## src/rtl/ahb_lite_burst_master.sv

```systemverilog
// Command-driven AHB-Lite burst master: one {addr,size,burst,len} command becomes a pipelined NONSEQ/SEQ sequence.
// Optional BUSY insertion for stalled write data is enabled with `define AHB_LITE_MASTER_BUSY_EN.
module ahb_lite_burst_master #(
  parameter int ADDR_WIDTH = 32,
  parameter int DATA_WIDTH = 32
) (
  input  logic                  clk_i,
  input  logic                  rst_n_i,
  input  logic                  cmd_valid_i,
  output logic                  cmd_ready_o,
  input  logic [ADDR_WIDTH-1:0] cmd_addr_i,
  input  logic                  cmd_write_i,
  input  logic [2:0]            cmd_size_i,
  input  logic [2:0]            cmd_burst_i,
  input  logic [7:0]            cmd_len_i,
  input  logic [3:0]            cmd_prot_i,
  input  logic [DATA_WIDTH-1:0] wr_data_i,
`ifdef AHB_LITE_MASTER_BUSY_EN
  input  logic                  wr_valid_i,
`endif
  output logic                  wr_ready_o,
  output logic [DATA_WIDTH-1:0] rd_data_o,
  output logic                  rd_valid_o,
  output logic                  done_o,
  output logic                  err_o,
  output logic [ADDR_WIDTH-1:0] haddr_o,
  output logic [1:0]            htrans_o,
  output logic                  hwrite_o,
  output logic [2:0]            hsize_o,
  output logic [2:0]            hburst_o,
  output logic [3:0]            hprot_o,
  output logic [DATA_WIDTH-1:0] hwdata_o,
  input  logic [DATA_WIDTH-1:0] hrdata_i,
  input  logic                  hready_i,
  input  logic                  hresp_i
);

  localparam logic [1:0] AHB_TRANS_IDLE   = 2'b00;
  localparam logic [1:0] AHB_TRANS_BUSY   = 2'b01;
  localparam logic [1:0] AHB_TRANS_NONSEQ = 2'b10;
  localparam logic [1:0] AHB_TRANS_SEQ    = 2'b11;

  localparam logic [2:0] AHB_BURST_SINGLE = 3'd0;
  localparam logic [2:0] AHB_BURST_INCR   = 3'd1;
  localparam logic [2:0] AHB_BURST_WRAP4  = 3'd2;
  localparam logic [2:0] AHB_BURST_INCR4  = 3'd3;
  localparam logic [2:0] AHB_BURST_WRAP8  = 3'd4;
  localparam logic [2:0] AHB_BURST_INCR8  = 3'd5;
  localparam logic [2:0] AHB_BURST_WRAP16 = 3'd6;
  localparam logic [2:0] AHB_BURST_INCR16 = 3'd7;

  localparam logic [2:0] S_IDLE  = 3'd0;
  localparam logic [2:0] S_ADDR  = 3'd1;
  localparam logic [2:0] S_BURST = 3'd2;
  localparam logic [2:0] S_LAST  = 3'd3;
  localparam logic [2:0] S_ERR   = 3'd4;

  logic [2:0]            state;
  logic [7:0]            beats_left;
  logic                  dp_valid;

  logic                  addr_acc;
  logic                  busy_hold;
  logic [ADDR_WIDTH-1:0] step;
  logic [ADDR_WIDTH-1:0] wrap_mask;
  logic [ADDR_WIDTH-1:0] next_addr;
  logic [1:0]            next_kind;
  logic [7:0]            cmd_beats_m1;
`ifdef AHB_LITE_MASTER_BUSY_EN
  logic [1:0]            cur_kind;
`endif

  // Next-beat address generation, beat count decode and write-stall decision.
  always_comb begin
    addr_acc = hready_i && htrans_o[1];
    step     = ADDR_WIDTH'(1'b1) << hsize_o;
    case (hburst_o)
      AHB_BURST_WRAP4:  wrap_mask = (step << 2) - ADDR_WIDTH'(1'b1);
      AHB_BURST_WRAP8:  wrap_mask = (step << 3) - ADDR_WIDTH'(1'b1);
      AHB_BURST_WRAP16: wrap_mask = (step << 4) - ADDR_WIDTH'(1'b1);
      default:          wrap_mask = '1;
    endcase
    // With an all-ones mask this reduces to a plain increment.
    next_addr = (haddr_o & ~wrap_mask) | ((haddr_o + step) & wrap_mask);
    if (hburst_o == AHB_BURST_INCR && next_addr[9:0] == 10'd0) begin
      next_kind = AHB_TRANS_NONSEQ;
    end else begin
      next_kind = AHB_TRANS_SEQ;
    end
    case (cmd_burst_i)
      AHB_BURST_SINGLE: cmd_beats_m1 = 8'd0;
      AHB_BURST_INCR:   cmd_beats_m1 = cmd_len_i;
      AHB_BURST_WRAP4,
      AHB_BURST_INCR4:  cmd_beats_m1 = 8'd3;
      AHB_BURST_WRAP8,
      AHB_BURST_INCR8:  cmd_beats_m1 = 8'd7;
      AHB_BURST_WRAP16,
      AHB_BURST_INCR16: cmd_beats_m1 = 8'd15;
      default:          cmd_beats_m1 = 8'd0;
    endcase
`ifdef AHB_LITE_MASTER_BUSY_EN
    busy_hold = hwrite_o && !wr_valid_i &&
                !(beats_left == 8'd1 && hburst_o != AHB_BURST_INCR);
    if (hburst_o == AHB_BURST_INCR && haddr_o[9:0] == 10'd0) begin
      cur_kind = AHB_TRANS_NONSEQ;
    end else begin
      cur_kind = AHB_TRANS_SEQ;
    end
`else
    busy_hold = 1'b0;
`endif
  end

  assign wr_ready_o = addr_acc && hwrite_o;

  // Command FSM, address-phase pipeline and data-phase completion.
  always_ff @(posedge clk_i or negedge rst_n_i) begin
    if (!rst_n_i) begin
      state       <= S_IDLE;
      beats_left  <= 8'd0;
      dp_valid    <= 1'b0;
      cmd_ready_o <= 1'b0;
      rd_data_o   <= '0;
      rd_valid_o  <= 1'b0;
      done_o      <= 1'b0;
      err_o       <= 1'b0;
      haddr_o     <= '0;
      htrans_o    <= AHB_TRANS_IDLE;
      hwrite_o    <= 1'b0;
      hsize_o     <= 3'd0;
      hburst_o    <= 3'd0;
      hprot_o     <= 4'd0;
      hwdata_o    <= '0;
    end else begin
      rd_valid_o <= 1'b0;
      done_o     <= 1'b0;
      err_o      <= 1'b0;
      if (wr_ready_o) begin
        hwdata_o <= wr_data_i;
      end
      case (state)
        S_IDLE: begin
          cmd_ready_o <= 1'b1;
          if (cmd_valid_i && cmd_ready_o) begin
            cmd_ready_o <= 1'b0;
            haddr_o     <= cmd_addr_i;
            hwrite_o    <= cmd_write_i;
            hsize_o     <= cmd_size_i;
            hburst_o    <= cmd_burst_i;
            hprot_o     <= cmd_prot_i;
            beats_left  <= cmd_beats_m1;
            state       <= S_ADDR;
`ifdef AHB_LITE_MASTER_BUSY_EN
            htrans_o    <= (cmd_write_i && !wr_valid_i) ? AHB_TRANS_IDLE : AHB_TRANS_NONSEQ;
`else
            htrans_o    <= AHB_TRANS_NONSEQ;
`endif
          end
        end
        S_ADDR, S_BURST: begin
          if (dp_valid && hresp_i) begin
            // First ERROR cycle cancels the pending address phase.
            htrans_o <= AHB_TRANS_IDLE;
            if (hready_i) begin
              state       <= S_IDLE;
              cmd_ready_o <= 1'b1;
              dp_valid    <= 1'b0;
              done_o      <= 1'b1;
              err_o       <= 1'b1;
            end else begin
              state <= S_ERR;
            end
          end else if (hready_i) begin
            if (dp_valid && !hwrite_o) begin
              rd_valid_o <= 1'b1;
              rd_data_o  <= hrdata_i;
            end
            dp_valid <= addr_acc;
            if (addr_acc) begin
              if (beats_left == 8'd0) begin
                htrans_o <= AHB_TRANS_IDLE;
                state    <= S_LAST;
              end else begin
                haddr_o    <= next_addr;
                beats_left <= beats_left - 8'd1;
                htrans_o   <= busy_hold ? AHB_TRANS_BUSY : next_kind;
                state      <= S_BURST;
              end
            end
`ifdef AHB_LITE_MASTER_BUSY_EN
            else if (htrans_o == AHB_TRANS_BUSY) begin
              if (wr_valid_i) begin
                htrans_o <= cur_kind;
              end
            end else if (wr_valid_i) begin
              htrans_o <= AHB_TRANS_NONSEQ;
            end
`endif
          end
        end
        S_LAST: begin
          if (hresp_i) begin
            if (hready_i) begin
              state       <= S_IDLE;
              cmd_ready_o <= 1'b1;
              dp_valid    <= 1'b0;
              done_o      <= 1'b1;
              err_o       <= 1'b1;
            end else begin
              state <= S_ERR;
            end
          end else if (hready_i) begin
            if (!hwrite_o) begin
              rd_valid_o <= 1'b1;
              rd_data_o  <= hrdata_i;
            end
            state       <= S_IDLE;
            cmd_ready_o <= 1'b1;
            dp_valid    <= 1'b0;
            done_o      <= 1'b1;
          end
        end
        S_ERR: begin
          if (hready_i) begin
            state       <= S_IDLE;
            cmd_ready_o <= 1'b1;
            dp_valid    <= 1'b0;
            done_o      <= 1'b1;
            err_o       <= 1'b1;
          end
        end
        default: begin
          state    <= S_IDLE;
          htrans_o <= AHB_TRANS_IDLE;
          dp_valid <= 1'b0;
        end
      endcase
    end
  end

endmodule

```

## config.mk

```make
export PLATFORM = sky130hd
export DESIGN_NAME = ahb_lite_burst_master
export DESIGN_NICKNAME = d
export VERILOG_FILES = /design/src/rtl/ahb_lite_burst_master.sv
export SDC_FILE = /design/constraint.sdc
export NUM_CORES = 1
export LEC_CHECK = 0
export CELL_PAD_IN_SITES_DETAIL_PLACEMENT = 1
export CELL_PAD_IN_SITES_GLOBAL_PLACEMENT = 1
export CORE_MARGIN = 4
export CORE_UTILIZATION = 33
export DETAILED_ROUTE_END_ITERATION = 8
export PLACE_DENSITY = 0.83
export SLEW_MARGIN = 40
export SYNTH_ARGS = -nofsm -noshare
export SYNTH_HDL_FRONTEND = slang
export SYNTH_SLANG_ARGS = --single-unit
```

## constraint.sdc

```tcl
create_clock -name clk_i -period 4.2 [get_ports clk_i]
set_input_delay 0.63 -clock clk_i [delete_from_list [all_inputs] [get_ports clk_i]]
set_output_delay 0.63 -clock clk_i [all_outputs]
set_load 0.1 [all_outputs]
```

== Word level (Yosys, flattened, before mapping) ==
Cells that the tools add are included.

* $add $sub $neg: 5
* Equal/unequal tests: 27
* Shifts and indexed selects: 1
* Mux-type cells: 57
* Bitwise gates (word level): 6
* Reductions and logical operators: 26

{| class="wikitable"
|+ Operators by type and width
! operator !! count
|-
| two-way mux 32 bit || 11
|-
| one-hot mux 32 bit (2 select lines) || 2
|-
| one-hot mux 32 bit (3 select lines) || 1
|-
| subtractor 32 x 1 -> 32 bit (second input constant) || 3
|-
| bitwise AND 32 bit || 2
|-
| two-way mux 8 bit || 5
|-
| one-hot mux 8 bit (5 select lines) || 1
|-
| adder 32 bit || 1
|-
| inverter 32 bit || 1
|-
| OR 32 bit || 1
|-
| left shift 1 x 3 -> 32 bit (first input constant) || 1
|-
| equality test 3 bit (second input constant) || 7
|-
| two-way mux 3 bit || 7
|-
| inequality test 2 bit (second input constant) || 10
|-
| two-way mux 1 bit || 17
|-
| one-hot mux 8 bit (2 select lines) || 1
|-
| equality test 3 x 2 -> 1 bit (second input constant) || 5
|-
| one-hot mux 3 bit (4 select lines) || 1
|-
| logical NOT 10 bit || 1
|-
| two-way mux 2 bit || 5
|-
| OR reduction 2 bit || 5
|-
| equality test 3 x 1 -> 1 bit (second input constant) || 3
|-
| one-hot mux 1 bit (3 select lines) || 3
|-
| logical NOT 8 bit || 1
|-
| 15 further kinds || 27
|}

* Flip-flop bits (word level): 125
* Output and inout port bits: 114

== Longest topological paths before layout ==
Gate-level depths: netlist (run 1).

* Depth after elaboration: 14
* Gate-level depth with buffers: 13

== Worst setup path before layout (run 1) ==
Ideal clock, no wire load.

* Path kind: register to register
* From: register hsize_o[2]
* To: register (tool-made name)
* Setup time: 0.133 ns
* Data arrival time: 3.586 ns
* Data required time: 4.067 ns
* Setup slack: 0.481 ns
* Stages on the path, launching flop included: 14
* Buffers on the path: 3
* Period minus slack after synthesis: 3.719 ns
* Cell sequence: dfrtp_1 > buf_2 > clkbuf_1 > nor3_1 > ha_1 > fa_1 > a31oi_1 > o211ai_1 > nand2_1 > a2bb2oi_1 > clkbuf_1 > nor2_1 > a211oi_1 > a211oi_1

{| class="wikitable"
|+ RTL lines
! element !! RTL line !! text
|-
| start: declaration || 29 || <nowiki>output logic [2:0] hsize_o,</nowiki>
|-
| start signal: assignment || 148 || <nowiki>hsize_o <= cmd_size_i;</nowiki>
|}

==> results of run 1 <==
## layer usage
layer	up-vias	share of wire [%]
met3	27	9.6
met2	226	47
met4	4	1.5
li1	3009	-
met5	-	0.081
met1	3091	42
## cells in the final DEF, fill, tap and decap left out, types with 9 or more instances in the layout
master	instances
a31oi_1	11
o22ai_1	11
clkdlybuf4s50_1	118
mux2_2	41
ha_1	9
inv_1	15
a21oi_1	53
clkbuf_16	17
dfrtp_1	125
buf_2	113
nand3_1	20
o21ai_0	49
nand2_1	155
nor2_1	46
nor3_1	16
## cells by family (layout without fill, tap and decap cells)
family                   Yosys count  in the layout  share of synthesized area (%)
AND/OR/NAND/NOR                  288            288                           19.5
AO/OA/AOI/OAI                    186            186                           17.7
flip-flops                       125            125                           47.7
buffers and inverters             62            289                           3.82
multiplexers                      45             45                           7.66
adder cells (fa/ha/maj)           12             12                           2.35
XOR/XNOR                           9              9                           1.20
## cell type report
class	count	area [um2]	share of cell area (%)
Inverter	15	56.3	0.613
Tap cell	265	332	3.61
Clock inverter	14	171	1.87
Clock buffer	18	439	4.79
Sequential cell	125	3130	34.1
Timing Repair Buffer	242	1860	20.2
Multi-Input combinational cell	540	3190	34.8
## per-stage QoR
| stage | cell area, um2 | std cells | hold WS (ps) | setup slack, ps | utilization, % |
|---|---|---|---|---|---|
| final | 9180 | 1219 | 186 | 1110 | 47.0 |
| after global routing | 9180 | 1219 | 221 | 870 | 47.0 |
| after CTS | 9180 | 1219 | 207 | 1150 | 47.0 |
| after detailed placement | 8570 | 1187 | 462 | 1160 | 43.9 |
| after global placement | 9130 | 1187 | 457 | 1260 | 46.7 |
| after floorplan | 6550 | 727 | 334 | 481 | - |
## critical path: stages (launching register included)
cell	delay [ps]
dfrtp_1	630
nor3b_1	400
ha_1	230
a21oi_1	50
maj3_2	350
o211ai_2	230
nand2_1	310
or3_1	480
a21oi_1	160
a2bb2oi_1	180
## worst max-delay path by stage
stage | slack, ps | endpoint | start
global route | 870 | flop | hsize_o[0]$_DFFE_PN0P_
global placement | 1260 | beats_left[7]$_DFFE_PN0P_ | hready_i
finish | 1110 | flop | hsize_o[0]$_DFFE_PN0P_
floorplan | 480 | flop | hsize_o[2]$_DFFE_PN0P_
detailed placement | 1160 | flop | hsize_o[0]$_DFFE_PN0P_
CTS | 1150 | flop | hsize_o[0]$_DFFE_PN0P_
## report_power, final
group	switching, W	total [W]	internal [W]	leakage [nW]
logic	0.0000699	0.000175	0.000105	2.48
clock network	0.000627	0.00154	0.000916	0.299
registers	0.00000365	0.00121	0.00121	1.70
## Yosys cell counts, types with 6 or more instances
cell | instances | area, um2
nor2_1 | 47 | 176
nor3_1 | 17 | 85.1
nand3_1 | 20 | 100
inv_1 | 15 | 56.3
o22ai_1 | 11 | 68.8
o21ai_0 | 49 | 245
o31ai_1 | 8 | 60.1
nand2_1 | 155 | 582
buf_2 | 7 | 35.0
a21oi_1 | 53 | 265
clkbuf_1 | 34 | 128
nor4_1 | 7 | 43.8
a22oi_1 | 8 | 60.1
nor2b_1 | 7 | 43.8
mux2_2 | 41 | 462
dfrtp_1 | 125 | 3130
o2bb2ai_1 | 6 | 52.6
ha_1 | 9 | 113
a31oi_1 | 11 | 68.8
==> flow_metrics.py, run 1 <==
metrics = {
    "grt": {
        "use_met2_pct": 32.4,
        "grt_overflow_total": 0,
        "grt_pass1_wl_um": 35500,
        "antenna_found_initial": 2,
        "use_met3_pct": 7.44,
        "grt_pass1_vias": 6585,
        "grt_usage_pct": 19.9,
        "use_met1_pct": 25.1,
        "grt_max_degree": 64,
        "top_usage_layer": "met2",
    },
    "sta": {
        "finClkSkew_ps": 10.1,
        "rsz0062_at_grt": "no",
        "finalCriticalPeriod_ps": 3090,
        "hold_violations": 0,
        "relSlewSlack_pct": 56.8,
        "max_clock_freq_mhz": 324,
        "drv_slew": 0,
        "worstMarginPinSlew_ps": 648,
        "tns_ps": 0,
        "setup_violations": 0,
        "min_period_over_period_pct": 73.6,
    },
    "yosys": {
        "ys_seq_area_share_pct": 47.7,
        "ys.flop_type": "dfrtp_1",
        "syn_area_per_cell_um2": 9.01,
        "syn-instance-count": 727,
        "synth-async-reset-ratio_pct": 100,
        "synth_edf_count": 0,
        "ys_seq_elements": 125,
        "synthesis.area_mm2": 0.00655,
        "synth_warnings": 0,
        "syn_nets": 857,
        "synth_cell_types": 60,
    },
    "layout": {
        "synthToLayoutAreaGrowth_pct": 40.0,
        "layout-drive-gt1-share_pct": 22.1,
        "final.fill_count": 2306,
        "antennaDiodeCount": 0,
        "layout.nets": 1071,
    },
    "status": {
        "status": "finished clean",
    },
    "power": {
        "power_w": 0.00293,
        "ir_drop_mv": 0.286,
        "leakage_nw": 4.47,
        "p_per_area_mw_per_mm2": 319,
    },
    "clock_tree": {
        "cts_resized": 0,
        "clock_sinks": 125,
        "htree_levels": 4,
        "tritoncts": "yes",
        "clock_path_buffers": 2,
        "cts_made_buffers": 17,
        "post-cts-setup-buffers": 0,
        "clkSlewWorstSetupHoldPaths_ps": 70,
        "hold_buffers": 0,
        "clock_latency_ps": 420,
        "cts_root_buf": "clkbuf_16",
    },
    "setup_path": {
        "rr_startpoint": "hsize_o[0]$_DFFE_PN0P_",
        "worst_setup_path_start_kind": "flop",
        "path_max_fanout": 16,
        "reg2reg_depth": 9,
        "endpoint_kind": "flop",
        "required_ps": 4530,
        "r2r_slack_ps": 1110,
        "critPathKind": "flop to flop",
        "arrival_ps": 3430,
    },
    "route": {
        "first_iter_violations": 303,
        "via_per_inst": 5.21,
        "finalWirelength_um": 22300,
        "drtPass1Iterations": 4,
        "drc_errors": 0,
        "num_vias": 6357,
        "wl_per_cell_um": 18.3,
        "ant_nets": 0,
    },
    "die": {
        "die_area_mm2": 0.0222,
        "core_area_mm2": 0.0195,
        "die_w_um": 149,
        "rows": 51,
        "initial_core_util_pct": 33.6,
        "io_pins": 234,
        "die_height_um": 149,
    },
    "min_path": {
        "hp-class": "input pin to async pin",
    },
    "placement": {
        "dp_hpwl_um": 16500,
        "place.gp.congestion": 0.884,
        "portBuffers": 233,
    },
    "job": {
        "maxCapViolCount": 0,
    },
}
Note: power is estimated with default switching activity, not from simulation.
==> inputs of run 2 (changes only) <==
Settings changed: CORE_UTILIZATION 33 to 30, PLACE_DENSITY 0.83 to 0.8.
Clock period 4.2 ns to 2.7 ns, I/O delays scaled along.
==> flow_metrics.py, run 2 (synthesized netlist as in run 1, its figures left out) <==
metrics = {
    "die": {
        "initial_core_util_pct": 30.8,
        "die_w_um": 156,
        "die_area_mm2": 0.0243,
        "core_area_mm2": 0.0213,
        "die_height_um": 156,
        "io_pins": 234,
        "rows": 53,
    },
    "sta": {
        "setup_slack_ps": 39.5,
        "min_period_over_period_pct": 98.5,
        "drv_slew": 0,
        "setup_violations": 0,
        "hold_violations": 0,
        "max_clock_freq_mhz": 376,
        "worstMarginPinSlew_ps": 474,
        "relSlewSlack_pct": 67.9,
        "finalCriticalPeriod_ps": 2660,
        "whs_ps": 472,
        "finClkSkew_ps": 12.0,
        "rsz0062_at_grt": "yes",
    },
    "clock_tree": {
        "clock_latency_ps": 430,
        "cts_made_buffers": 17,
        "clock_path_buffers": 2,
        "cts_root_buf": "clkbuf_16",
        "clock_sinks": 125,
        "tritoncts": "yes",
        "clkSlewWorstSetupHoldPaths_ps": 60,
        "htree_levels": 4,
    },
    "route": {
        "first_iter_violations": 262,
        "finalWirelength_um": 23800,
        "wl_per_cell_um": 18.8,
        "ant_nets": 0,
        "num_vias": 6534,
        "drc_errors": 0,
        "via_per_inst": 5.17,
        "drtPass1Iterations": 6,
    },
    "layout": {
        "final_common_cell": "nand2_1",
        "antennaDiodeCount": 0,
        "design_area_mm2": 0.00991,
        "seq_area_mm2": 0.00315,
        "final_cell_mix": "nand2_1, buf_4, clkdlybuf4s50_1, dfrtp_1, a21oi_1",
        "multi_input_area_mm2": 0.00333,
        "layout-drive-gt1-share_pct": 27.9,
        "final.fill_count": 2440,
        "synthToLayoutAreaGrowth_pct": 51.2,
        "layout.nets": 1106,
    },
    "grt": {
        "grt_pass1_vias": 6989,
        "grt_overflow_total": 0,
        "grt_max_degree": 58,
        "grt_pass1_wl_um": 37500,
        "grt_usage_pct": 19.3,
        "antenna_found_initial": 2,
    },
    "setup_path": {
        "required_ps": 2990,
        "crit_chain": "nor3_2 > ha_2 > fa_2 > a31oi_1 > o211ai_1 > nand2_2 > a2bb2oi_4 > buf_4 > o31ai_1 > a21oi_1 > a21oi_1",
        "worst_setup_path_start_kind": "flop",
        "critical-path-max-stage-delay_ps": 520,
        "critPathKind": "flop to flop",
        "endpoint_kind": "flop",
        "path_delay_family": "compound AO/OA/AOI/OAI gates",
        "cp_common_cell": "a21oi_1",
        "path_max_fanout": 13,
        "critical_path_buf_inv_count": 1,
        "cp_slowest_cell": "dfrtp_4",
        "arrival_ps": 2950,
    },
    "placement": {
        "dp_hpwl_um": 18000,
        "placed_cell_area_mm2": 0.00919,
        "place.gp.congestion": 0.817,
        "dpl_worst_slack_ps": 8.49,
        "portBuffers": 233,
    },
    "power": {
        "power_w": 0.00447,
        "p_per_area_mw_per_mm2": 451,
        "leakage_nw": 4.65,
        "ir_drop_mv": 0.379,
    },
    "job": {
        "maxCapViolCount": 0,
    },
    "status": {
        "status": "finished clean",
    },
    "min_path": {
        "hp-class": "flop to flop",
    },
}
## run 2: cell types whose count changed in the layout (fill, tap and decap cells not counted), moves of 4 or more
| cell | change |
|---|---|
| buf_2 | -113 |
| buf_4 | +144 |
| dfrtp_1 | -8 |
| dfrtp_2 | +4 |
| dfrtp_4 | +4 |
| nor3_1 | -5 |
| nor3_2 | +4 |
| o21ai_0 | -5 |
| o21ai_1 | +4 |
## run 2: where the power goes
part	switching (W)	total (W)	internal, W
combinational	0.000112	0.000282	0.000170
clock	0.000974	0.00230	0.00133
sequential	0.00000617	0.00188	0.00188
## run 2: stage by stage
step	utilization, %	cells	setup TNS (ps)
after CTS	46.0	1260	0
after floorplan	-	727	-523
after global placement	43.2	1227	0
after global routing	46.5	1264	-560
final	46.5	1264	0
after detailed placement	43.2	1227	0
## run 2: worst reg2reg max path: cells and delay by family (launching register included)
kind	cells	cell delay, ps
compound gates	6	1020
fa+ha+maj	2	570
flops	1	520
simple gates	2	210
buf+inv	1	210
## run 2: metal layers
| metal | global-route usage (%) | share of wire (%) |
|---|---|---|
| met1 | 23.5 | 41 |
| met2 | 32.4 | 49 |
| met3 | 6.77 | 8.3 |
| met4 | 5.96 | 1.5 |
| met5 | 0 | 0.13 |
## run 2: area by class of cell
class	instances	area share [%]
Clock inverter	14	1.48
Sequential cell	125	31.8
Clock buffer	18	4.43
Tap cell	275	3.47
Inverter	15	0.568
Timing Repair Buffer	277	24.7
Multi-Input combinational cell	540	33.6
## run 2: final timing paths
kind	start	to	slack [ps]	depth (start not counted)
max	hsize_o[2]$_DFFE_PN0P_	flop	40	11
max in group asynchronous	rst_n_i	rd_data_o[26]$_DFFE_PN0P_	1480	3
min	rd_data_o[14]$_DFFE_PN0P_	rd_data_o[14]$_DFFE_PN0P_	470	2
max reg2reg	hsize_o[2]$_DFFE_PN0P_	flop	40	11
min in group asynchronous	rst_n_i	haddr_o[6]$_DFFE_PN0P_	490	2
min reg2reg	rd_data_o[14]$_DFFE_PN0P_	rd_data_o[14]$_DFFE_PN0P_	470	2
## run 2: what timing repair did
| item | 4_1_cts | 5_1_grt |
|---|---|---|
| hold endpoints to repair | 30 | 0 |
| pin swaps | 0 | 6 |
| resized for setup | 2 | 18 |
| setup endpoints to repair | 2 | 31 |
| hold buffers | 1 | 0 |
| setup buffers | 0 | 4 |
